===== src/rtl/sysmon_poller.sv =====
// sysmon_poller: round-robin SysMon DRP reader.
// Polls NUM_CH DRP addresses with one-cycle DEN pulses, guards each read with
// a DRDY timeout, averages 2^AVG_LOG2 samples per channel and holds the
// committed averages together with sticky valid flags and high-threshold alarms.
module sysmon_poller #(
   parameter int                  NUM_CH      = 4,
   parameter logic [7*NUM_CH-1:0] ADDR_LIST   = {7'h03, 7'h02, 7'h01, 7'h00},
   parameter int                  AVG_LOG2    = 2,
   parameter int                  TIMEOUT_CYC = 64
) (
   input  logic              clk,
   input  logic              rst,
   input  logic              enable,
   output logic [6:0]        drp_daddr,
   output logic              drp_den,
   input  logic              drp_drdy,
   input  logic [15:0]       drp_do,
   input  logic [15:0]       thresh_hi,
   input  logic [2:0]        sel_ch,
   output logic [15:0]       rd_data,
   output logic [NUM_CH-1:0] ch_valid,
   output logic [NUM_CH-1:0] alarm,
   output logic              round_done,
   output logic              timeout_err,
   output logic              busy
);

   localparam int CW = (NUM_CH > 1) ? $clog2(NUM_CH) : 1;
   localparam int RW = (AVG_LOG2 > 0) ? AVG_LOG2 : 1;
   localparam int AW = 16 + AVG_LOG2;
   localparam int TW = $clog2(TIMEOUT_CYC + 1);

   localparam logic [CW-1:0] LAST_CH    = CW'(NUM_CH - 1);
   localparam logic [RW-1:0] LAST_ROUND = RW'((1 << AVG_LOG2) - 1);
   localparam logic [TW-1:0] LAST_WAIT  = TW'(TIMEOUT_CYC - 1);

   typedef enum logic [1:0] {
      IDLE,
      ISSUE,
      WAIT,
      ACCUM
   } state_t;

   state_t            state_q,     state_d;
   logic [CW-1:0]     ch_q,        ch_d;
   logic [RW-1:0]     roundCnt_q,  roundCnt_d;
   logic [TW-1:0]     waitCnt_q,   waitCnt_d;
   logic [15:0]       sample_q,    sample_d;
   logic              sampleOk_q,  sampleOk_d;
   logic [6:0]        daddr_q,     daddr_d;
   logic [AW-1:0]     acc_q    [NUM_CH];
   logic [AW-1:0]     acc_d    [NUM_CH];
   logic [15:0]       result_q [NUM_CH];
   logic [15:0]       result_d [NUM_CH];
   logic [NUM_CH-1:0] valid_q,     valid_d;
   logic [NUM_CH-1:0] alarm_q,     alarm_d;
   logic [NUM_CH-1:0] bad_q,       bad_d;
   logic              roundDone_q, roundDone_d;
   logic              timeoutErr_q, timeoutErr_d;

   logic [6:0]        issueAddr;
   logic [AW-1:0]     accNew;
   logic [15:0]       resNew;
   logic              commit;
   logic [RW-1:0]     nextRound;

   // Address of the channel currently being polled, plus the running sum and
   // truncated average that the ACCUM cycle would produce for it.
   always_comb begin
      issueAddr = ADDR_LIST[7*int'(ch_q) +: 7];
      accNew    = acc_q[ch_q] + (sampleOk_q ? AW'(sample_q) : AW'(0));
      resNew    = 16'(accNew >> AVG_LOG2);
      commit    = (roundCnt_q == LAST_ROUND);
      nextRound = (AVG_LOG2 == 0) ? RW'(0) : roundCnt_q + RW'(1);
   end

   // Next-state and datapath update for the polling FSM.
   always_comb begin
      state_d      = state_q;
      ch_d         = ch_q;
      roundCnt_d   = roundCnt_q;
      waitCnt_d    = waitCnt_q;
      sample_d     = sample_q;
      sampleOk_d   = sampleOk_q;
      daddr_d      = daddr_q;
      acc_d        = acc_q;
      result_d     = result_q;
      valid_d      = valid_q;
      alarm_d      = alarm_q;
      bad_d        = bad_q;
      roundDone_d  = 1'b0;
      timeoutErr_d = timeoutErr_q;

      case (state_q)
         IDLE: begin
            if (enable) begin
               state_d = ISSUE;
            end
         end
         ISSUE: begin
            daddr_d    = issueAddr;
            waitCnt_d  = '0;
            sampleOk_d = 1'b0;
            state_d    = WAIT;
         end
         WAIT: begin
            if (drp_drdy) begin
               sample_d   = drp_do;
               sampleOk_d = 1'b1;
               state_d    = ACCUM;
            end else if (waitCnt_q == LAST_WAIT) begin
               bad_d[ch_q]  = 1'b1;
               timeoutErr_d = 1'b1;
               sampleOk_d   = 1'b0;
               state_d      = ACCUM;
            end else begin
               waitCnt_d = waitCnt_q + TW'(1);
            end
         end
         ACCUM: begin
            if (commit) begin
               if (!bad_q[ch_q]) begin
                  result_d[ch_q] = resNew;
                  valid_d[ch_q]  = 1'b1;
                  alarm_d[ch_q]  = (resNew >= thresh_hi);
               end
               acc_d[ch_q] = '0;
               bad_d[ch_q] = 1'b0;
               if (ch_q == LAST_CH) begin
                  roundDone_d = 1'b1;
               end
            end else begin
               acc_d[ch_q] = accNew;
            end
            if (ch_q == LAST_CH) begin
               ch_d       = '0;
               roundCnt_d = nextRound;
            end else begin
               ch_d = ch_q + CW'(1);
            end
            state_d = enable ? ISSUE : IDLE;
         end
         default: begin
            state_d = IDLE;
         end
      endcase
   end

   // State register with synchronous reset of every piece of poller state.
   always_ff @(posedge clk) begin
      if (rst) begin
         state_q      <= IDLE;
         ch_q         <= '0;
         roundCnt_q   <= '0;
         waitCnt_q    <= '0;
         sample_q     <= '0;
         sampleOk_q   <= 1'b0;
         daddr_q      <= '0;
         valid_q      <= '0;
         alarm_q      <= '0;
         bad_q        <= '0;
         roundDone_q  <= 1'b0;
         timeoutErr_q <= 1'b0;
         for (int i = 0; i < NUM_CH; i++) begin
            acc_q[i]    <= '0;
            result_q[i] <= '0;
         end
      end else begin
         state_q      <= state_d;
         ch_q         <= ch_d;
         roundCnt_q   <= roundCnt_d;
         waitCnt_q    <= waitCnt_d;
         sample_q     <= sample_d;
         sampleOk_q   <= sampleOk_d;
         daddr_q      <= daddr_d;
         acc_q        <= acc_d;
         result_q     <= result_d;
         valid_q      <= valid_d;
         alarm_q      <= alarm_d;
         bad_q        <= bad_d;
         roundDone_q  <= roundDone_d;
         timeoutErr_q <= timeoutErr_d;
      end
   end

   // Result readout mux; selects beyond the channel count read as zero.
   always_comb begin
      rd_data = '0;
      for (int i = 0; i < NUM_CH; i++) begin
         if (sel_ch == 3'(i)) begin
            rd_data = result_q[i];
         end
      end
   end

   // DEN is high only in ISSUE; the address is presented in ISSUE and held after.
   always_comb begin
      drp_den     = (state_q == ISSUE);
      drp_daddr   = (state_q == ISSUE) ? issueAddr : daddr_q;
      ch_valid    = valid_q;
      alarm       = alarm_q;
      round_done  = roundDone_q;
      timeout_err = timeoutErr_q;
      busy        = (state_q != IDLE);
   end

endmodule

===== config.mk =====
export PLATFORM = sky130hd
export DESIGN_NAME = sysmon_poller
export DESIGN_NICKNAME = d
export VERILOG_FILES = /design/src/rtl/sysmon_poller.sv
export SDC_FILE = /design/constraint.sdc
export NUM_CORES = 1
export LEC_CHECK = 0
export CORE_UTILIZATION = 53
export DETAILED_ROUTE_END_ITERATION = 12
export GPL_TIMING_DRIVEN = 1
export PLACE_DENSITY_LB_ADDON = 0.05
export SLEW_MARGIN = 20
export SYNTH_ARGS = -nofsm -noshare
export SYNTH_HDL_FRONTEND = slang
export SYNTH_SLANG_ARGS = --single-unit

===== constraint.sdc =====
create_clock -name clk -period 4.8 [get_ports clk]
set_clock_uncertainty 0.2 [all_clocks]
set_input_delay 0.96 -clock clk [delete_from_list [all_inputs] [get_ports clk]]
set_output_delay 0.96 -clock clk [all_outputs]
set_load 0.05 [all_outputs]

==> impl_metrics.csv, run 1 <==
group,metric,value,unit
route,drt-wirelength-per-cell,18.5,um
route,routed_wl,25.8,mm
sta,fmaxAchievable,0.221,GHz
synthesis,ys_seq_elements,187,
synthesis,syn_area_per_cell,8.77,um2
clock_tree,ctsResizeCount,0,
worst_setup_path,cp.arrival,4.61,ns
sta,finalMaxSlewViolations,0,
clock_tree,ctsHoldBuffers,0,
sta,hold_viol_final,0,
run_status,status,"finished clean",
global_routing,use_met2,43.9,%
route,initialDrtViolationCount,578,
synthesis,yosys_warnings,0,
route,ant_nets,0,
synthesis,synthMuxAreaShare,9.23,%
synthesis,syn_nets,1186,
clock_tree,clock_latency,0.44,ns
layout,drive_gt1_share,12.5,%
place,numPortBuffers,73,
clock_tree,cts_root_buffer,"clkbuf_16",
worst_setup_path,r2r_start,"ch_q[0]",
sta,fin_crit_sh,94.3,%
sta,worst_pin_slew,0.986,ns
worst_setup_path,cp-endpoint,"alarm[2]",
floorplanning,die_height,137,um
synthesis,synth_edf_count,0,
clock_tree,post-cts-setup-buffer-count,0,
clock_tree,cts_buffer_depth,2,
sta,rsz0062_at_grt,"false",
min_path,hold_class,"flop to flop",
sta,tns,0,ns
floorplanning,ios,74,
layout,instances_no_fill,1393,
worst_setup_path,startpoint,"ch_q[0]",
global_routing,antenna_found_initial,0,
floorplanning,fp-row-count,49,
route,drc,0,
global_routing,grt_pass1_wl,40.8,mm
route,dr.pass1.iters,5,
worst_setup_path,worstSetupStartpointType,"flop",
place,gp_congestion,0.905,
layout,fillers,1600,
layout,multi_input_area,5490,um2
place,dpl.hpwl,17.7,mm
power,ir_drop,0.258,mV
synthesis,synth.distinct_cells,64,
floorplanning,start_util,54.0,%
layout,syn2layout_area_growth,15.5,%
synthesis,synthSimpleGateAreaFrac,23.6,%
sta,slew_headroom,34.3,%
layout,layout.nets,1234,
worst_setup_path,cp_max_fo,12,
worst_setup_path,setup.worst_path.end_class,"flop",
worst_setup_path,rr_endpoint,"alarm[2]",
floorplanning,fp.coreArea,17900,um2
synthesis,synth_flop_cell,"dfxtp_1",
place,dp_cells,1361,
synthesis,synth-xor-area-share,1.53,%
synthesis,ys_seq_area_share,38.7,%
synthesis,synth-async-reset-ratio,0,%
run,drv_cap,0,
global_routing,grt_max_degree,146,
clock_tree,cts_tree,"yes",
global_routing,grtUsageTotal,28.6,%
synthesis,synth_fa_ha_area_share,5.77,%
synthesis,syn_inst,1103,
sta,setup_viol,0,
synthesis,netlist_top_cells_area,"dfxtp_1 39%, mux4_2 8.2%, nand2_1 6.9%",
worst_setup_path,worstPathRequired,4.88,ns
global_routing,grtUsageMet1,39.4,%
floorplanning,dieArea,18800,um2
worst_setup_path,path_class,"flop to flop",
clock_tree,h-tree-depth,4,
global_routing,grt_overflow,0,
power,p_per_area,308,nW/um2
floorplanning,die_x,137,um
synthesis,synth_top_family_by_area,"simple AND/OR/NAND/NOR gates",
clock_tree,cts_buffers,17,
sta,period_minus_slack,4.53,ns
clock_tree,clock-sinks,187,
global_routing,grt_pass1_vias,7701,
synthesis,synth_top_area_share,38.7,%
clock_tree,cts.clk_slew.worst_paths,0.08,ns
synthesis,mappedNetlistArea,9670,um2
synthesis,synth_top_cell_by_area,"dfxtp_1",
power,leakage,0.00414,uW
synthesis,synth_compound_area_share,16.5,%
route,vias,8217,
layout,regArea,3740,um2
global_routing,busiest_layer,"met2",
worst_setup_path,rr_worst_depth,13,
global_routing,use_met3,5.89,%
worst_setup_path,rrSetupSlack,0.27,ns
layout,diodes,0,
route,vias_per_cell,5.90,
cells in the final DEF, fill, tap and decap left out, drive strengths merged, types with 6 or more instances in the layout:
cell	count
o211ai	11
clkinv	6
nand2	178
nand3	21
and2	27
a211oi	19
nor3b	6
inv	39
nand3b	45
o21ai	29
mux4	35
a21oi	108
a32oi	8
nor2b	35
a22oi	12
mux2i	7
xnor2	11
nor2	91
buf	51
clkdlybuf4s50	56
a21o	12
dfxtp	187
nand4	19
or4	8
clkbuf	19
ha	43
nand2b	7
o311ai	11
o31ai	9
synthesized netlist by cell type, drive strengths merged (3+ instances only):
cell type  number
xnor2          11
o311ai         11
nor2           91
and3            5
nor2b          35
nor3b           6
a311o           4
buf            23
a22oi          12
nand3b         45
a32oi           8
a21oi         108
nand2         178
a21o           12
or3             5
mux2            3
and2           27
nand2b          7
clkbuf         55
a221oi          3
o31ai           9
nand3          21
a2111oi         4
a211oi         19
ha             43
inv            32
dfxtp         187
and4            3
nand4          19
o21ai          29
nor3            5
mux2i           7
mux4           35
or4             8
o21a            3
o211ai         11
xor2            5
cell type report:
type	instances	area share, %
Tap cell	229	2.56
Clock inverter	13	1.12
Sequential cell	187	33.5
Multi-Input combinational cell	806	49.2
Clock buffer	19	3.97
Inverter	32	1.08
Timing Repair Buffer	107	8.59
per-layer routing:
metal  share of wire [%]  up-vias
li1                    -     4014
met1                  47     3915
met2                  44      248
met3                 6.6       40
met4                 2.8        0
met5                   0        -
registers in the layout (all words and copies together) (netlist names), named ones only:
| register | count |
|---|---|
| acc_q | 72 |
| result_q | 64 |
| sample_q | 16 |
| daddr_q | 7 |
| waitCnt_q | 7 |
| alarm | 4 |
| ch_valid | 4 |
| ch_q | 2 |
| roundCnt_q | 2 |
| state_q | 2 |
| round_done | 1 |
| sampleOk_q | 1 |
| timeout_err | 1 |
how the worst min path moves through the flow:
stage / cells after the start / slack [ns] / start / endpoint
global placement: 2 / 0.24 / result_q[18] / result_q[18]
CTS: 2 / 0.26 / acc_q[19] / acc_q[19]
global route: 2 / 0.26 / acc_q[8] / acc_q[8]
finish: 2 / 0.26 / result_q[20] / result_q[20]
detailed placement: 2 / 0.25 / acc_q[19] / acc_q[19]
floorplan: 2 / 0.23 / sample_q[0] / sample_q[0]
worst max-delay path: stages, from the launching register on:
cell	delay, ns
dfxtp_1	0.35
buf_4	0.22
mux4_2	0.56
ha_1	0.35
a21oi_1	0.33
mux2i_1	0.25
o21ai_0	0.12
a211oi_2	0.68
ha_1	0.38
and4_1	0.18
o21ai_0	0.07
o211ai_1	0.12
a221oi_2	0.41
a211oi_1	0.13
metrics by stage:
| step | worst slack, ns | instance area (um2) | hold slack (ns) | total power [uW] | utilization (%) |
|---|---|---|---|---|---|
| 6_report | 0.272 | 11200 | 0.256 | 3450 | 62.4 |
| 2_1_floorplan | 0.117 | 9670 | 0.232 | 1960 | - |
| 4_1_cts | 0.106 | 11200 | 0.255 | 3470 | 62.3 |
| 3_3_place_gp | 0.235 | 10600 | 0.239 | 2090 | 59.1 |
| 3_5_place_dp | 0.131 | 10600 | 0.245 | 2100 | 59.1 |
| 5_1_grt | 0.00239 | 11200 | 0.262 | 3580 | 62.4 |
power by group:
| group | switching [uW] | internal, uW | leakage [uW] |
|---|---|---|---|
| Sequential | 24.4 | 1580 | 0.00151 |
| Clock | 682 | 701 | 0.000281 |
| Combinational | 288 | 169 | 0.00235 |
logic make-up after synthesis:
| group | Yosys count |
|---|---|
| and+or+nand+nor | 458 |
| AOI/OAI and AO/OA | 243 |
| DFF | 187 |
| buffers and inverters | 110 |
| muxes | 45 |
| adders and majority gates | 44 |
| xor gates and xnor gates | 16 |
(Power assumes the default switching activity.)
==> run 2: changes to the inputs <==
- SETUP_SLACK_MARGIN: default -> 0.1
==> impl_metrics.csv, run 2 (synthesis gave the netlist of run 1 again) <==
group,metric,value,unit
run_status,status,"finished clean",
sta,fin_crit_sh,93.0,%
sta,finalMaxSlewViolations,0,
worst_setup_path,rr_endpoint,"alarm[2]",
route,vias,8253,
place,numPortBuffers,73,
global_routing,grt_overflow,0,
layout,regArea,3740,um2
global_routing,grt_max_degree,146,
route,vias_per_cell,5.92,
place,post_dp_cell_area,10600,um2
clock_tree,clock-sinks,187,
sta,hold_viol_final,0,
power,p_per_area,307,nW/um2
layout,largest-register,"acc_q",
sta,slew_headroom,33.8,%
worst_setup_path,path_class,"flop to flop",
route,drt-wirelength-per-cell,18.6,um
layout,drive_gt1_share,12.8,%
route,initialDrtViolationCount,654,
clock_tree,cts_tree,"yes",
layout,final_common_cell,"dfxtp_1",
sta,setup_viol,0,
layout,syn2layout_area_growth,16.0,%
clock_tree,h-tree-depth,4,
floorplanning,fp.coreArea,17900,um2
worst_setup_path,r2r_start,"ch_q[0]",
sta,rsz0062_at_grt,"false",
sta,tns,0,ns
layout,layout.nets,1235,
floorplanning,ios,74,
floorplanning,die_height,137,um
layout,fillers,1593,
worst_setup_path,worstSetupStartpointType,"flop",
power,ir_drop,0.255,mV
min_path,hold_class,"flop to flop",
floorplanning,dieArea,18800,um2
power,leakage,0.00415,uW
min_path,hold_depth,2,
place,dpl.hpwl,17.7,mm
layout,multi_input_area,5530,um2
layout,diodes,0,
floorplanning,start_util,54.0,%
layout,final_cell_mix,"187 x dfxtp_1, 178 x nand2_1, 108 x a21oi_1, 85 x nor2_1, 56 x clkdlybuf4s50_1",
route,drc,0,
clock_tree,ctsHoldBuffers,0,
worst_setup_path,rr_worst_depth,17,
route,routed_wl,26.0,mm
place,gp_congestion,0.905,
worst_setup_path,setup.worst_path.end_class,"flop",
min_path,worstHoldStart,"result_q[20]",
sta,fmaxAchievable,0.224,GHz
layout,post-route-cell-area,11200,um2
clock_tree,cts.clk_slew.worst_paths,0.08,ns
layout,largest_register_ffs,72,
worst_setup_path,cp.arrival,4.54,ns
sta,worst_pin_slew,0.994,ns
clock_tree,cts_buffer_depth,2,
worst_setup_path,worstPathRequired,4.88,ns
layout,largestRegisters,"acc_q x72, result_q x64, sample_q x16",
global_routing,antenna_found_initial,0,
worst_setup_path,cp_max_fo,5,
route,dr.pass1.iters,6,
min_path,hold_path_end,"result_q[20]",
clock_tree,cts_root_buffer,"clkbuf_16",
worst_setup_path,rrSetupSlack,0.34,ns
floorplanning,die_x,137,um
global_routing,grtUsageTotal,28.6,%
route,ant_nets,0,
run,drv_cap,0,
global_routing,grt_pass1_vias,7701,
floorplanning,fp-row-count,49,
clock_tree,cts_buffers,17,
global_routing,grt_pass1_wl,40.8,mm
sta,period_minus_slack,4.46,ns
clock_tree,clock_latency,0.44,ns
run 2: cell types whose count changed in the layout (fill, tap and decap cells not counted), sizes merged:
cell	before	now
buf	51	52
run 2: per-stage QoR:
stage	power, uW	setup slack (ns)	utilization (%)	hold WS (ns)	std cells
2_1_floorplan	1960	0.117	-	0.232	1103
3_3_place_gp	2090	0.235	59.1	0.239	1361
3_5_place_dp	2100	0.131	59.1	0.245	1361
4_1_cts	3470	0.106	62.3	0.255	1393
5_1_grt	3580	0.117	62.7	0.262	1394
6_report	3440	0.337	62.7	0.255	1394
run 2: routing by layer:
layer	routed length, um	track usage [%]
met5	0	0
met3	1800	5.89
met1	12000	39.4
met2	11400	43.9
met4	712	10.6
run 2: worst max path at each step:
stage               startpoint        to  cells after the start
floorplan              ch_q[0]  alarm[0]                     17
global placement       ch_q[0]  alarm[3]                     15
detailed placement     ch_q[0]  alarm[1]                     15
CTS                    ch_q[0]  alarm[1]                     13
global route           ch_q[0]  alarm[2]                     17
finish                 ch_q[0]  alarm[2]                     17
run 2: what timing repair did:
item / CTS / global route
setup buffers: 0 / 1
endpoints found under the hold margin: 0 / 0
setup endpoints to repair: 0 / 4
gates resized for setup: 0 / 11
run 2: layout make-up:
type,count,area share (%)
multi-input combinational,806,49.3
sequential,187,33.4
timing repair buffer,108,8.66
clock buffer,19,3.95
tap,229,2.55
clock inverter,13,1.12
inverter,32,1.07
run 2: worst max-delay path, stage by stage, from the launching register on:
cell and delay [ns]:
dfxtp_1 0.37, buf_4 0.18, mux4_2 0.51, ha_1 0.25, fa_1 0.43, a21o_1 0.20
nand3_1 0.14, a21oi_1 0.11, or3_1 0.35, and2_1 0.19, ha_1 0.18, a21o_1 0.17
a21o_1 0.16, a21oi_1 0.20, o211ai_1 0.13, a221oi_2 0.29, buf_4 0.17, a211oi_1 0.07
run 2: power by group:
part / total (uW) / switching (uW) / internal, uW
registers: 1610 / 24.9 / 1580
logic: 458 / 288 / 170
clock network: 1380 / 679 / 701
total: 3440 / 992 / 2450
